`config.mk`:
```
export PLATFORM = sky130hd
export DESIGN_NAME = game_flow_ctrl
export DESIGN_NICKNAME = d
export VERILOG_FILES = /design/src/rtl/game_flow_ctrl.sv
export SDC_FILE = /design/constraint.sdc
export NUM_CORES = 1
export LEC_CHECK = 0
export ABC_AREA = 1
export CAP_MARGIN = 20
export CORE_MARGIN = 2
export CORE_UTILIZATION = 25
export CTS_CLUSTER_DIAMETER = 100
export DETAILED_ROUTE_END_ITERATION = 10
export GPL_TIMING_DRIVEN = 0
export MAX_ROUTING_LAYER = met4
export PLACE_DENSITY_LB_ADDON = 0.2
export SETUP_SLACK_MARGIN = 0.4
export SYNTH_ARGS = -nofsm -noshare
export SYNTH_HDL_FRONTEND = slang
export SYNTH_SLANG_ARGS = --single-unit
export TNS_END_PERCENT = 30
```
`constraint.sdc`:
```
create_clock -name Clk -period 1.7 [get_ports Clk]
set_clock_uncertainty 0.15 [all_clocks]
set_input_delay 0.51 -clock Clk [delete_from_list [all_inputs] [get_ports Clk]]
set_output_delay 0.51 -clock Clk [all_outputs]
set_load 0.02 [all_outputs]
```
`src/rtl/game_flow_ctrl.sv`:
```
// game_flow_ctrl: game phase sequencer (menu, countdown, play, pause, over).
// Optional speed-up in PLAY when SPEEDUP_EN is defined.
//
// Ports:
//   Clk          system clock
//   Reset        synchronous active-low reset
//   frame_tick   one-Clk pulse per video frame
//   keycode      USB HID keycode, 0 = no key
//   crash        collision level, sampled every Clk
//   menuLive     1 while in MENU
//   game_start   one-Clk pulse on COUNTDOWN->PLAY
//   difficulty   latched level 1/2/3, 0 until first selection
//   countdown    seconds remaining during COUNTDOWN
//   playing      1 in PLAY only
//   paused       1 in PAUSE only
//   game_over    1 in OVER only
//   scroll_speed road scroll pixels per frame
module game_flow_ctrl #(
    parameter int FRAMES_PER_SEC = 60,
    parameter int COUNT_SECS     = 3,
    parameter int OVER_FRAMES    = 180
) (
    input  logic        Clk,
    input  logic        Reset,
    input  logic        frame_tick,
    input  logic [7:0]  keycode,
    input  logic        crash,
    output logic        menuLive,
    output logic        game_start,
    output logic [10:0] difficulty,
    output logic [3:0]  countdown,
    output logic        playing,
    output logic        paused,
    output logic        game_over,
    output logic [10:0] scroll_speed
);

    localparam int FMAX = (FRAMES_PER_SEC > OVER_FRAMES) ?
                          FRAMES_PER_SEC : OVER_FRAMES;
    localparam int CW = $clog2(FMAX + 1);
    localparam logic [CW-1:0] FPS_LAST  = CW'(FRAMES_PER_SEC - 1);
    localparam logic [CW-1:0] OVER_LAST = CW'(OVER_FRAMES - 1);
    localparam logic [3:0]    CSTART    = 4'(COUNT_SECS);

    // One-hot so the phase flags come straight off the state flops.
    typedef enum logic [4:0] {
        MENU  = 5'b00001,
        CDOWN = 5'b00010,
        PLAY  = 5'b00100,
        PAUSE = 5'b01000,
        OVER  = 5'b10000
    } state_t;

    state_t        state;
    logic [7:0]    key_prev;
    logic [CW-1:0] fcnt;
    logic          key_ev;
    logic          ev_num;
    logic          ev_p;
    logic          ev_esc;
    logic          ev_ent;
    logic          to_menu;
    logic [10:0]   num_lvl;
    logic [10:0]   play_speed;

    assign menuLive  = state[0];
    assign playing   = state[2];
    assign paused    = state[3];
    assign game_over = state[4];

`ifdef SPEEDUP_EN
    logic [9:0]  spd_cnt;
    logic [10:0] speed;
    logic [10:0] speed_inc;
    assign speed_inc  = (speed < 11'd15) ? speed + 11'd1 : speed;
    assign play_speed = speed;
`else
    assign play_speed = difficulty << 1;
`endif

    always_comb begin
        key_ev  = (keycode != 8'd0) && (keycode != key_prev);
        num_lvl = 11'd0;
        case (keycode)
            8'd30:   num_lvl = 11'd1;
            8'd31:   num_lvl = 11'd2;
            8'd32:   num_lvl = 11'd3;
            default: num_lvl = 11'd0;
        endcase
        ev_num = key_ev && (num_lvl != 11'd0);
        ev_p   = key_ev && (keycode == 8'd19);
        ev_esc = key_ev && (keycode == 8'd41);
        ev_ent = key_ev && (keycode == 8'd40);
        // Key-driven exits are checked ahead of any same-cycle tick.
        to_menu = 1'b0;
        case (state)
            CDOWN, PLAY, PAUSE: to_menu = ev_esc;
            OVER: to_menu = ev_ent ||
                            (frame_tick && (fcnt == OVER_LAST));
            default: to_menu = 1'b0;
        endcase
    end

    always_ff @(posedge Clk) begin
        if (!Reset) begin
            state        <= MENU;
            key_prev     <= 8'd0;
            fcnt         <= '0;
            game_start   <= 1'b0;
            difficulty   <= 11'd0;
            countdown    <= 4'd0;
            scroll_speed <= 11'd0;
`ifdef SPEEDUP_EN
            spd_cnt      <= 10'd0;
            speed        <= 11'd0;
`endif
        end else begin
            key_prev   <= keycode;
            game_start <= 1'b0;
            if (to_menu) begin
                state        <= MENU;
                countdown    <= 4'd0;
                scroll_speed <= 11'd0;
                fcnt         <= '0;
`ifdef SPEEDUP_EN
                spd_cnt      <= 10'd0;
                speed        <= 11'd0;
`endif
            end else begin
                case (state)
                    MENU: if (ev_num) begin
                        state      <= CDOWN;
                        difficulty <= num_lvl;
                        countdown  <= CSTART;
                        fcnt       <= '0;
                    end
                    CDOWN: if (frame_tick) begin
                        if (fcnt == FPS_LAST) begin
                            fcnt <= '0;
                            if (countdown == 4'd1) begin
                                state        <= PLAY;
                                countdown    <= 4'd0;
                                game_start   <= 1'b1;
                                scroll_speed <= difficulty << 1;
`ifdef SPEEDUP_EN
                                spd_cnt      <= 10'd0;
                                speed        <= difficulty << 1;
`endif
                            end else begin
                                countdown <= countdown - 4'd1;
                            end
                        end else begin
                            fcnt <= fcnt + 1'b1;
                        end
                    end
                    PLAY: if (crash) begin
                        state        <= OVER;
                        scroll_speed <= 11'd0;
                        fcnt         <= '0;
                    end else if (ev_p) begin
                        state        <= PAUSE;
                        scroll_speed <= 11'd0;
                    end
`ifdef SPEEDUP_EN
                    else if (frame_tick) begin
                        if (spd_cnt == 10'd599) begin
                            spd_cnt      <= 10'd0;
                            speed        <= speed_inc;
                            scroll_speed <= speed_inc;
                        end else begin
                            spd_cnt <= spd_cnt + 10'd1;
                        end
                    end
`endif
                    PAUSE: if (ev_p) begin
                        state        <= PLAY;
                        scroll_speed <= play_speed;
                    end
                    OVER: if (frame_tick) begin
                        fcnt <= fcnt + 1'b1;
                    end
                    default: state <= MENU;
                endcase
            end
        end
    end

endmodule

```
==> impl_metrics.ini <==
[run_status]
status = finished with violations
violations = negative setup slack

[synthesis]
synth_most_common_cell = nand2_1
yosys_warnings = 0
synth.avg_cell_area_sq_um = 6.72
postSynthCellCount = 321
ys_async_sr_fraction = 0
ys_seq_area_frac = 0.278
synth_area_sq_mm = 0.00216
synth_area_leaders = dfxtp_1 28%, nand2_1 16%, inv_1 7.5%, buf_4 6.6%, nor2_1 4.9%
yosys-top-cells-count = 91 x nand2_1, 43 x inv_1, 30 x dfxtp_1
ys_types = 35
synth-edff-count = 0
synth_top_area_share = 0.278
synth_ff_type = dfxtp_1
yosys.area.top_type = dfxtp_1
ys_ff_latch = 30

[global_route]
grt_pass1_vias = 1998
grt_pass1_wl_mm = 9.44
globalRouteOverflowTotal = 0
grt_max_degree = 11
track_usage = 0.125
antenna_found_initial = 0

[floorplanning]
die_area_sq_mm = 0.00939
fp.coreArea_sq_mm = 0.00830
ios = 43
initial_core_util = 0.260
fp.dieW_um = 96.9
rows = 33
dieHeight_um = 96.9

[layout]
final-seq-area_sq_um = 633
multi_input_comb_area_sq_mm = 0.00151
utilization = 0.400
layout-drive-gt1-share = 0.467
nNetsFinal = 418
area_growth_pct = 54.0
n_antenna_cell = 0
fillers = 834

[place]
gp_congestion = 0.842
dpl_worst_slack_ns = -0.816
hpwlAfterDp_mm = 3.89
port_buffers = 24

[timing]
rsz0062_at_grt = true
setup_viol = 17
finalSetupTns_ns = -1.15
fmax_ghz = 0.557
fin_crit_sh = 1.06
setup_ws_ns = -0.0947
final.min_clock_period_ns = 1.79
holdWs_ns = 0.272
hold_viol_final = 0
report.final.slew_viol_count = 0

[route]
first_pass_iters = 4
wl_per_cell_um = 11.2
wl_mm = 5.71
ant_nets = 0
routed_via_density = 4.30
vias = 2183
drt_iter0_drc = 88
drc = 0

[cts]
clkSinkCount = 30
root_buffer = clkbuf_8
h-tree-depth = 2
cts_tree = yes
insertion_delay_ns = 0.28
clockBufferDepth = 2
numCtsBuffers = 5
clk_pin_slew_ns = 0.06

[worst_setup_path]
crit_path_max_fanout = 5
rr_startpoint = state[1]
cp.arrival_ns = 1.83
cp_data_required_time_ns = 1.73
crit_path_end_kind = register
r2r_slack_ns = -0.05
r2r_end = scroll_speed[2]
setup.worst_path.start_class = input pin
critPathKind = in -> reg
worst_r2r_path_depth = 10

[hold_path]
whs_path_depth = 3
min_from = keycode[5]
hold_path_end = key_prev[5]
hp-class = in -> reg

[power]
p_clk_frac = 0.163
ir_worst_vdd_v = 0.000588
p_int_mw = 1.87
p_sw_frac = 0.436
switchingPower_mw = 1.44
p_seq_frac = 0.268
p_leak_nw = 1.52
powerDensity_mw_per_mm2 = 995
p_comb_frac = 0.569

[run]
cap_violations = 0
what timing repair did:
| item | in CTS | in global routing |
|---|---|---|
| pin swaps | 23 | 36 |
| hold endpoints to repair | 0 | 0 |
| cloned | 1 | 0 |
| setup endpoints to repair | 43 | 43 |
| hold buffers | 0 | 0 |
| gates resized for setup | 158 | 73 |
| buffers inserted | 18 | 15 |
state kept, by name, summed over array words and instances, names as in the netlist:
register	count
fcnt	8
state	5
game_start	1
scroll_speed	2
key_prev	8
difficulty	2
countdown	4
power by group through the flow:
stage	Combinational, mW	Clock [mW]	Sequential (mW)
floorplan	0.968	0	0.919
global placement	1.38	0	0.872
detailed placement	1.39	0	0.876
CTS	1.70	0.568	0.869
global route	2.02	0.605	0.896
finish	1.88	0.540	0.884
worst max-delay path by stage:
| stage | startpoint | end | slack [ns] | depth (start not counted) |
|---|---|---|---|---|
| final | keycode[3] | state[1] | -0.09 | 11 |
| after global routing | state[2] | scroll_speed[1] | -0.17 | 9 |
| after CTS | keycode[3] | scroll_speed[2] | -0.12 | 10 |
| after detailed placement | keycode[5] | state[1] | -0.82 | 12 |
| after global placement | keycode[5] | state[1] | -0.84 | 12 |
| after floorplan | keycode[2] | state[3] | -0.08 | 11 |
layout by cell type (no fill, tap or decap), types with 5 or more instances in the layout:
cell      instances
buf_6            19
inv_2            10
dfxtp_2           8
nand2_2          26
inv_1            33
dfxtp_4           6
a21oi_2          12
a21oi_1           7
nand4_1          15
nand3_1          13
clkbuf_8          5
nor2_4            9
o21ai_0           5
nand3_4           6
nand2_1          66
nor2_1           21
conb_1           18
dfxtp_1          16
buf_4            50
metal layers:
layer | up-vias | track usage | wire length (um) | part of all wire
met2 | 38 | 0.189 | 2610 | 0.46
li1 | 1147 | - | - | -
met1 | 990 | 0.164 | 2820 | 0.49
met4 | 0 | 0.0455 | 99 | 0.017
met3 | 8 | 0.0260 | 179 | 0.031
met5 | - | - | 0 | 0
worst max-delay path: stages:
cell and delay, ns:
buf_8 0.10, or2_4 0.25, buf_4 0.14, nor3b_2 0.17, nand3_1 0.12, nand2_2 0.12
nand2_4 0.06, nor2_4 0.17, nand2_2 0.08, nand2_2 0.07, nor2_1 0.04
stage by stage:
step           instances  instance area (sq um)  total power, mW
6_report             508                   3320             3.31
5_1_grt              508                   3320             3.53
4_1_cts              493                   3010             3.14
3_5_place_dp         467                   2600             2.26
3_3_place_gp         467                   2600             2.25
2_1_floorplan        338                   2230             1.89
layout make-up:
type | instances | share of cell area
multi-input cells | 237 | 0.455
repair buffers | 58 | 0.174
inverters | 49 | 0.0637
plain buffers | 22 | 0.0539
clock buffers | 7 | 0.0230
well taps | 105 | 0.0395
flip-flops and latches | 30 | 0.191
cell families (layout without fill, tap and decap cells):
kind of cell,after synthesis,in the layout,synth area share
simple gates,179,179,0.416
fa+ha+maj,3,3,0.0174
buf+inv,71,136,0.161
other cells,1,18,0.00174
flops,30,30,0.278
compound gates,29,29,0.0928
xor+xnor,8,8,0.0325
Note: power is estimated with default switching activity, not from simulation.
